[src/rtl/program_loader.sv]
// program_loader: 16x8 writable instruction store fed by a checksummed byte-stream loader.
// The CPU is held off the read port until a complete image with a matching checksum is present.
module program_loader #(
    parameter int ADRS_W  = 4,
    parameter int DATA_W  = 8,
    parameter int TIMEOUT = 1024
) (
    input  logic              clk,
    input  logic              reset_n,
    input  logic              load_start,
    input  logic              in_valid,
    input  logic [DATA_W-1:0] in_data,
    output logic              in_ready,
    input  logic [ADRS_W-1:0] cpu_adrs,
    output logic [DATA_W-1:0] cpu_inst,
    output logic              cpu_hold,
    output logic              load_done,
    output logic              load_err,
    output logic [ADRS_W:0]   load_count
);
    localparam int DEPTH = 2**ADRS_W;
    localparam int TMO_W = $clog2(TIMEOUT) + 1;
    localparam logic [TMO_W-1:0]  TMO_LAST = TMO_W'(TIMEOUT - 2);
    localparam logic [ADRS_W:0]   CHK_IDX  = (ADRS_W+1)'(DEPTH);

    typedef enum logic [2:0] {IDLE, LOAD, CHECK, DONE, ERROR} state_t;

    state_t                       state;
    logic [DEPTH-1:0][DATA_W-1:0] mem;
    logic [DATA_W-1:0]            acc;
    logic [DATA_W-1:0]            chk;
    logic [TMO_W-1:0]             tmo_cnt;
    logic                         xfer;

    // All handshake/status outputs decode straight from the state register.
    assign in_ready  = (state == LOAD);
    assign cpu_hold  = (state != DONE);
    assign load_done = (state == DONE);
    assign load_err  = (state == ERROR);
    assign xfer      = in_ready && in_valid;
    assign cpu_inst  = cpu_hold ? '0 : mem[cpu_adrs];

    always_ff @(posedge clk or negedge reset_n) begin
        if (!reset_n) begin
            state      <= IDLE;
            mem        <= '0;
            acc        <= '0;
            chk        <= '0;
            tmo_cnt    <= '0;
            load_count <= '0;
        end else begin
            case (state)
                IDLE, DONE, ERROR: begin
                    if (load_start) begin
                        state      <= LOAD;
                        load_count <= '0;
                        acc        <= '0;
                        tmo_cnt    <= '0;
                    end
                end
                LOAD: begin
                    if (xfer) begin
                        tmo_cnt    <= '0;
                        load_count <= load_count + 1'b1;
                        // Beat after the last word carries the checksum, not an instruction.
                        if (load_count == CHK_IDX) begin
                            chk   <= in_data;
                            state <= CHECK;
                        end else begin
                            mem[load_count[ADRS_W-1:0]] <= in_data;
                            acc <= acc + in_data;
                        end
                    end else if (tmo_cnt == TMO_LAST) begin
                        // Aborts on the idle cycle that would bring the count to TIMEOUT-1.
                        state <= ERROR;
                    end else begin
                        tmo_cnt <= tmo_cnt + 1'b1;
                    end
                end
                CHECK:   state <= (acc == chk) ? DONE : ERROR;
                default: state <= IDLE;
            endcase
        end
    end
endmodule
[config.mk]
export PLATFORM = sky130hd
export DESIGN_NAME = program_loader
export DESIGN_NICKNAME = d
export VERILOG_FILES = /design/src/rtl/program_loader.sv
export SDC_FILE = /design/constraint.sdc
export NUM_CORES = 1
export LEC_CHECK = 0
export ABC_AREA = 1
export BUFFER_PORTS_ARGS = -buffer_cell sky130_fd_sc_hd__buf_2
export CORE_AREA = 2 2 169 171
export CTS_CLUSTER_SIZE = 20
export DETAILED_ROUTE_END_ITERATION = 8
export DIE_AREA = 0 0 171 173
export PLACE_DENSITY_LB_ADDON = 0.2
export RECOVER_POWER = 25
export SLEW_MARGIN = 20
export SYNTH_ARGS = -nofsm -noshare
export SYNTH_HDL_FRONTEND = slang
export SYNTH_SLANG_ARGS = --single-unit
[constraint.sdc]
create_clock -name clk -period 2.2 [get_ports clk]
set_clock_uncertainty 0.2 [all_clocks]
set_input_delay 0.11 -clock clk [delete_from_list [all_inputs] [get_ports clk]]
set_output_delay 0.11 -clock clk [all_outputs]
set_load 0.02 [all_outputs]
Word level (Yosys, flattened, before mapping) --
Cells that the tools add are included.
Word-level totals: output and inout port bits 17, word-level logic and storage cells 76, register bits 163, bits in latches 0, memories 0, bits in writable memories 0, bits in read-only memories 0, input port bits 16
Cells by class: multiplexer cells 23, $mul 0, reductions and logical operators 11, bitwise operators 1, add/sub/neg operators 3, div/mod/pow operators 0, equal/unequal tests 14, shift operators 0, $lt $le $gt $ge 3
Operator list (count):
- $bwmux 128 | 1
- $mux 8 | 6
- $mux 11 | 3
- $bmux 8 s4 | 1
- $demux 8 s4 | 1
- $pmux 11 s2 | 1
- $pmux 8 s2 | 1
- $mux 3 | 5
- $reduce_and 3->1 | 5
- $add 11x1->11 const B | 1
- $eq 11x10->1 const B | 1
- $lt 4x5->1 const B | 2
- $mux 5 | 2
- $pmux 5 s2 | 1
- $pmux 3 s3 | 1
- $add 8x8->8 | 1
- $eq 8x8->1 | 1
- $eq 3x2->1 const B | 2
- $ne 3x2->1 const B | 2
- $add 5x1->5 const B | 1
- $eq 5x5->1 const B | 1
- $ge 4x1->1 const B | 1
- $ne 2x2->1 const B | 2
- $reduce_and 4->1 | 1
- other kinds (10) | 11

Logic depth before layout (Yosys ltp) --
Gate-level depths: netlist of run 1.
depth after elaboration 5, mapped depth 12, mapped depth without buffers 10

Least setup slack after synthesis of run 1 --
No wires, ideal clock.
path kind register -> register, from register load_count[0], to register mem[125] (netlist name), setup time 0.129 ns, required time 1.871 ns, arrival time 1.805 ns, slack 0.067 ns, period minus slack after synthesis 2.133 ns, cell stages (with the launch flop) 13, buffers on the path 2, cells stage by stage dfrtp_1 -> inv_1 -> ha_1 -> inv_1 -> nor2_4 -> nand2_4 -> nand3_4 -> inv_6 -> buf_12 -> nand2_4 -> buf_6 -> nand2_1 -> o21ai_2
Between the ends: cells in the longest elaborated chain, start to end 5, elaborated cells on any way between the ends 9, those cells by class order compare (2); eq/ne (1); mux (3); bitwise (1); reduce/logical (2)
Ends and longest elaborated chain:
- start, declared | RTL line 19 | output logic [ADRS_W:0] load_count
- start signal, assigned | RTL line 64 | load_count <= load_count + 1'b1;
- $lt 4x5->1 (not written as such) / $ge 4x1->1 (equally long branches) | RTL line 70 | mem[load_count[ADRS_W-1:0]] <= in_data;
- $logic_and 1x1->1 (not written as such) | RTL line 70
- $mux 8 (not written as such) | RTL line 70
- $demux 8 s4 | RTL line 70
- $bwmux 128 | RTL line 70
- end signal, assigned by index | RTL line 70
- end, declared | RTL line 29 | logic [DEPTH-1:0][DATA_W-1:0] mem;
Several ways; a longest one is shown, not always the timed one. A chain may end at the register's enable or synchronous reset.

Worst setup path in the final report of run 1 --
from register load_count[0], to register mem[70] (netlist name)
The elaborated chain is that of the path after synthesis.

==> impl_results.md, run 1 <==
* Status: completed
* Largest net degree at the start of global routing at 65
* Layout cell share with drive strength beyond 1 at 0.125
* Row count at 61
* Critical Path RT at 2.27 ns
* Max VDD drop at 0.366 mV
* Grt ovf at 0
* R2r endpoint: mem[70]
* Skew-Pair Late Insertion Delay at 0.43 ns
* Reg clk slew, reported paths at 0.08 ns
* Post-layout nets at 1093
* Die Ht at 173 um
* Worst Hold Class: input port to register
* Slew @ Worst Pin at 1.37 ns
* RSZ-0062 raised after global routing: true
* GRT Total Usage at 0.168
* CP endpoint kind: register
* R2R setup slack at 0.09 ns
* Place WS at 0.0353 ns
* HP Start: in_data[3]
* Fmax at 474 MHz
* FF-to-FF path depth at 10
* DP HPWL at 15200 um
* Mapped Area at 8200 um2
* Avg Cell Area, Syn at 7.99 um2
* Min cycle time layout at 2.11 ns
* Num CTS Buffers at 17
* Routed WL per cell at 16.3 um
* Placed Instance Area at 8850 um2
* Synthesis Warnings at 0
* CTS tree: yes
* Synthesized flop and latch total at 163
* Distinct cells, synth at 37
* Fin Hold WS at 0.0210 ns
* Antenna-violating nets left at 0
* Hold Vio Cnt, Final at 0
* Top_reg_cell synth: dfrtp_1
* # IOs at 33
* Critical path class: register to register
* Post-synth EDFFs at 0
* DR vias/cell at 4.70
* Drt pass-1 iters at 5
* N_diodes at 0
* Fin. max-slew vios at 0
* Max Cap Violations at 0
* Area grow syn2layout at 16.2%
* Max Root-Sink Buffers at 2
* First-pass GRT wire length at 38600 um
* FF-to-FF Start: load_count[0]
* Die area at 29600 um2
* Finished Cell Area at 9530 um2
* Sequential cell area fraction in the yosys report at 0.497
* Syn_nets at 1056
* WHS Endpoint: mem[3]
* Vias at 6827
* Fill cells at 2953
* Leak at 0.00449 uW
* Root buffer cell: clkbuf_16
* Initial antenna violation count at 0
* Hold depth at 4
* Number of port buffers at 32
* Die Wd at 171 um
* Arr. time, crit path at 2.18 ns
* Placer Congestion at 0.798
* Final setup TNS at 0 ns
* Synthesized instance count at 1026
* Power density over the cells at 966 nW/um2
* # DRC at 0
* Final Routed Wirelength at 23700 um
* Worst setup margin at 0.0919 ns
* Core area at 27600 um2
* Fin crit share at 0.958
* DR iter-0 viols at 459
* Peak fanout along the critical path at 16
* Sink Count at 163
* Startpoint types: register
* Setup Buffers After CTS at 0
* Slew headroom at 0.0888
* Initial Utilization at 0.297
* Ys async rst share at 1.00
* Vias in the first global route at 6578
* # setup viols final at 0
* H-tree depth at 4
==> kinds of logic after synthesis <==
group                    count (synthesis)  share of synthesized area
AO/OA/AOI/OAI                          227                      0.146
XOR/XNOR                                12                     0.0128
adder cells (fa/ha/maj)                 14                     0.0223
buffers and inverters                  106                     0.0580
flip-flops                             163                      0.497
AND/OR/NAND/NOR                        504                      0.263
==> timing repair <==
item                                    in CTS  in global routing
hold buffers                                11                  0
gates resized for setup                      0                  7
endpoints found under the setup margin       0                 35
endpoints found under the hold margin      180                  0
==> sequential cells by signal, indices dropped and copies added, names as in the netlist <==
name / flops
mem: 128
state: 3
load_count: 5
chk: 8
acc: 8
tmo_cnt: 11
==> through the flow <==
| step | instances | util | power, uW |
|---|---|---|---|
| 6_report | 1453 | 0.345 | 9200 |
| 5_1_grt | 1453 | 0.345 | 9810 |
| 4_1_cts | 1453 | 0.345 | 9280 |
| 3_5_place_dp | 1411 | 0.320 | 6260 |
| 3_3_place_gp | 1411 | 0.320 | 6240 |
| 2_1_floorplan | 1026 | - | 5530 |
==> final cells by class <==
cell class                 count  area [um2]  share of cell area
inverter                      55         216              0.0227
clock buffer                  17         425              0.0446
timing repair buffer          69         507              0.0532
tap                          378         473              0.0496
multi-input combinational    757        3680               0.387
sequential                   163        4080               0.428
clock inverter                14         143              0.0150
==> layer usage <==
metal / track usage / share of wire
met5: 0 / 0
met3: 0.0311 / 0.037
met1: 0.255 / 0.51
met4: 0.0357 / 0.0095
met2: 0.248 / 0.44
==> cell usage in the layout, fill, tap and decap left out, drive strengths merged <==
master / Yosys / routed
a21o: 1 / 1
bufinv: 0 / 1
nor4: 1 / 1
or2: 3 / 3
nand4: 6 / 6
dfrtp: 163 / 163
nand3: 72 / 72
o21ai: 200 / 200
fa: 1 / 1
buf: 29 / 55
nand2: 285 / 285
o211ai: 3 / 3
o21a: 1 / 1
ha: 13 / 13
dlygate4sd3: 0 / 10
a21boi: 1 / 1
clkinv: 2 / 5
inv: 53 / 61
xor2: 2 / 2
a21oi: 18 / 18
nand3b: 2 / 2
nor2: 132 / 132
clkbuf: 22 / 21
o31ai: 3 / 3
xnor2: 10 / 10
clkinvlp: 0 / 2
nor3: 3 / 3
==> worst max path at each step <==
stage                             start  endpoint  cells past startpoint
after detailed placement  load_count[0]   mem[78]                     10
after global routing      load_count[0]   mem[70]                     10
after CTS                 load_count[0]   mem[90]                     10
after floorplan           load_count[0]  mem[125]                     12
final                     load_count[0]   mem[70]                     10
after global placement    load_count[0]   mem[74]                     10
==> worst max-delay path, cell delays in order (launching register included) <==
cell     delay (ns)
dfrtp_1        0.34
inv_1          0.06
ha_1           0.18
inv_1          0.14
nor2_4         0.08
nand2_4        0.07
nand3_4        0.15
nor2_4         0.23
nand2_2        0.25
nand2_1        0.16
o21ai_1        0.09
==> report_power, final <==
part	internal, uW	switching, uW	total (uW)
combinational	848	1620	2460
sequential	3470	301	3770
clock	1590	1380	2970
total	5910	3290	9200
==> synth_stat cells (5+ instances only) <==
cell      count  area [um2]
o21ai_1     102         510
nor2_1      129         484
a21oi_1      18        90.1
nand2_4       5        56.3
buf_2        19        95.1
clkbuf_1     22        82.6
dfrtp_1     163        4080
nand4_1       6        37.5
nand3_1      64         320
o21ai_2      11        96.3
nand2_1     272        1020
xnor2_1      10        87.6
nand3_2       5        50.1
nand2_2       8        50.1
o21ai_0      87         435
ha_1         13         163
inv_1        47         176
buf_1         5        18.8
Note: power is estimated with default switching activity, not from simulation.
==> run 2, diff against run 1 <==
--- a/config.mk
+++ b/config.mk
@@ -7,10 +7,10 @@
 export LEC_CHECK = 0
 export ABC_AREA = 1
 export BUFFER_PORTS_ARGS = -buffer_cell sky130_fd_sc_hd__buf_2
-export CORE_AREA = 2 2 169 171
+export CORE_AREA = 2 2 161 179
 export CTS_CLUSTER_SIZE = 20
 export DETAILED_ROUTE_END_ITERATION = 8
-export DIE_AREA = 0 0 171 173
+export DIE_AREA = 0 0 163 181
 export PLACE_DENSITY_LB_ADDON = 0.2
 export RECOVER_POWER = 25
 export SLEW_MARGIN = 20
==> run 2 against run 1 <==
- die area fell by 0.27%
- via count is 0.67% lower
- sequential cell count unchanged
- count of clock-buffer cells in the layout unchanged
- setup slack better by 0.059 ns
- combinational power about the same
- worst hold slack improved by 0.0052 ns
- register-to-register slack improved by 0.06 ns
- wire length decreased by 1.7%
- design area grew 0.55%
- critical endpoint is now mem[39]
==> impl_results.md, run 2 (synthesis results as in run 1) <==
* Status: completed
* Root buffer cell: clkbuf_16
* Commonest non-fill, non-tap cell in the layout: nand2_1
* Critical path, cell by cell: inv_1, ha_1, inv_1, nor2_4, nand2_4, nand3_4, nor2_4, nand2_2, nand2_1, o21ai_1
* Die Ht at 181 um (+4.6%)
* Multi-input logic area at 3680 um2 (about the same)
* Regs by FF count: mem (128), tmo_cnt (11)
* Area grow syn2layout at 16.8%
* Overall Power at 9520 uW (+3.4%)
* Leak at 0.00454 uW (+1.1%)
* Initial Utilization at 0.297 (about the same)
* # DRC at 0 (unchanged)
* CTS tree: yes
* Peak fanout along the critical path at 16 (unchanged)
* Number of placed cells counting well taps at 1397 (-0.99%)
* Setup Buffers After CTS at 0 (unchanged)
* Max Cap Violations at 0 (unchanged)
* Largest net degree at the start of global routing at 65 (unchanged)
* Layout Cells excl Fill at 1439 (-0.96%)
* Reg clk slew, reported paths at 0.07 ns (about the same)
* RSZ-0062 raised after global routing: true
* Top reg by flops: mem
* # setup viols final at 0 (unchanged)
* Fin. max-slew vios at 0 (unchanged)
* Arr. time, crit path at 2.13 ns (-0.05 ns)
* Finished Cell Area at 9580 um2 (+0.55%)
* Grt ovf at 0 (unchanged)
* DR iter-0 viols at 523 (+14%)
* First-pass GRT wire length at 38100 um (-1.1%)
* Delay-heaviest family, CP: simple AND/OR/NAND/NOR gates
* # IOs at 33 (unchanged)
* Placed Instance Area at 8830 um2 (-0.27%)
* Core area at 27600 um2 (about the same)
* Worst Hold Class: input port to register
* Sequential Area at 4080 um2 (about the same)
* CP peak stage delay at 0.34 ns (about the same)
* Slew @ Worst Pin at 1.17 ns (-0.196 ns)
* Num CTS Buffers at 17 (unchanged)
* Layout cell share with drive strength beyond 1 at 0.124 (-0.00105)
* Vias at 6781 (-0.67%)
* Min cycle time layout at 2.05 ns (-0.0595 ns)
* Number of port buffers at 32 (unchanged)
* Fmax at 488 MHz (+2.9%)
* CP bufs+invs at 2 (unchanged)
* Max FFs per register at 128 (unchanged)
* Fin util at 0.347 (+0.00193)
* Routed WL per cell at 16.2 um (-0.70%)
* CP endpoint kind: register
* Antenna-violating nets left at 0 (unchanged)
* Hold Vio Cnt, Final at 0 (unchanged)
* N_diodes at 0 (unchanged)
* Final Routed Wirelength at 23300 um (-1.7%)
* GRT Total Usage at 0.168 (-0.000576)
* Startpoint types: register
* Fill cells at 2921 (-1.1%)
* Row count at 64 (+4.9%)
* Drt pass-1 iters at 5 (unchanged)
* Power density over the cells at 993 nW/um2 (+2.9%)
* Initial antenna violation count at 0 (unchanged)
* DP HPWL at 15200 um (+0.24%)
* Post-layout nets at 1094 (+0.091%)
* Critical path class: register to register
* Max VDD drop at 0.552 mV (+51%)
* Die Wd at 163 um (-4.7%)
* Fin crit share at 0.931 (-0.0270)
* Skew-Pair Late Insertion Delay at 0.43 ns (about the same)
* Sink Count at 163 (unchanged)
* Die area at 29500 um2 (-0.27%)
* Slew headroom at 0.220 (+0.131)
* DR vias/cell at 4.71 (+0.29%)
* H-tree depth at 4 (unchanged)
* Placer Congestion at 0.850 (+6.5%)
* Max Root-Sink Buffers at 2 (unchanged)
* Most frequent cells in the layout: 272 x nand2_1, 163 x dfrtp_1, 129 x nor2_1, 102 x o21ai_1, 87 x o21ai_0
* Vias in the first global route at 6704 (+1.9%)
* Critical Path RT at 2.28 ns (about the same)
* Max stage delay cell, worst path: dfrtp_1
==> run 2: area by class of cell <==
cell class	count	area share
multi-input cells	757	0.384
flip-flops and latches	163	0.426
well taps	363	0.0474
inverters	55	0.0226
clock inverters	14	0.0223
clock buffers	17	0.0444
repair buffers	70	0.0533
==> run 2: path summary, 6_finish.rpt <==
check / start / end / slack (ns) / cells past startpoint
worst min-delay path: in_data[3] / mem[123] / 0.03 / 4
worst min register to register: mem[107] / mem[107] / 0.28 / 2
worst max register to register: load_count[0] / mem[39] / 0.15 / 10
worst max-delay path: load_count[0] / mem[39] / 0.15 / 10
max in group asynchronous: reset_n / mem[9] / 0.40 / 3
min in group asynchronous: reset_n / mem[18] / 0.29 / 3
==> run 2: per-stage QoR <==
stage	setup TNS (ns)	hold slack, ns	worst slack (ns)
floorplan	0	-0.386	0.0666
global placement	0	-0.129	0.0902
detailed placement	0	-0.127	0.0627
CTS	0	0.00323	0.0524
global route	-0.474	0.0410	-0.0423
finish	0	0.0262	0.151
==> run 2: where the power goes <==
group / total (uW) / internal (uW) / switching (uW)
clock network: 3300 / 1940 / 1360
logic: 2450 / 849 / 1600
registers: 3770 / 3470 / 304
total: 9520 / 6250 / 3270
==> run 2: routing by layer <==
metal  global-route usage  vias to the layer above  wire length, um
met5                    0                        -                0
met4               0.0326                        0              252
met1                0.244                     3186            11500
li1                     -                     3443                -
met2                0.260                      135            10600
met3               0.0331                       17              964
==> run 2: repair_timing <==
item / CTS / global route
hold buffers: 11 / 0
endpoints found under the setup margin: 0 / 43
gates resized for setup: 0 / 6
hold endpoints to repair: 180 / 0
==> run 2: worst min-delay path: stages <==
cell and delay [ns]:
buf_2 0.11, inv_1 0.05, buf_4 0.21, o21ai_2 0.14
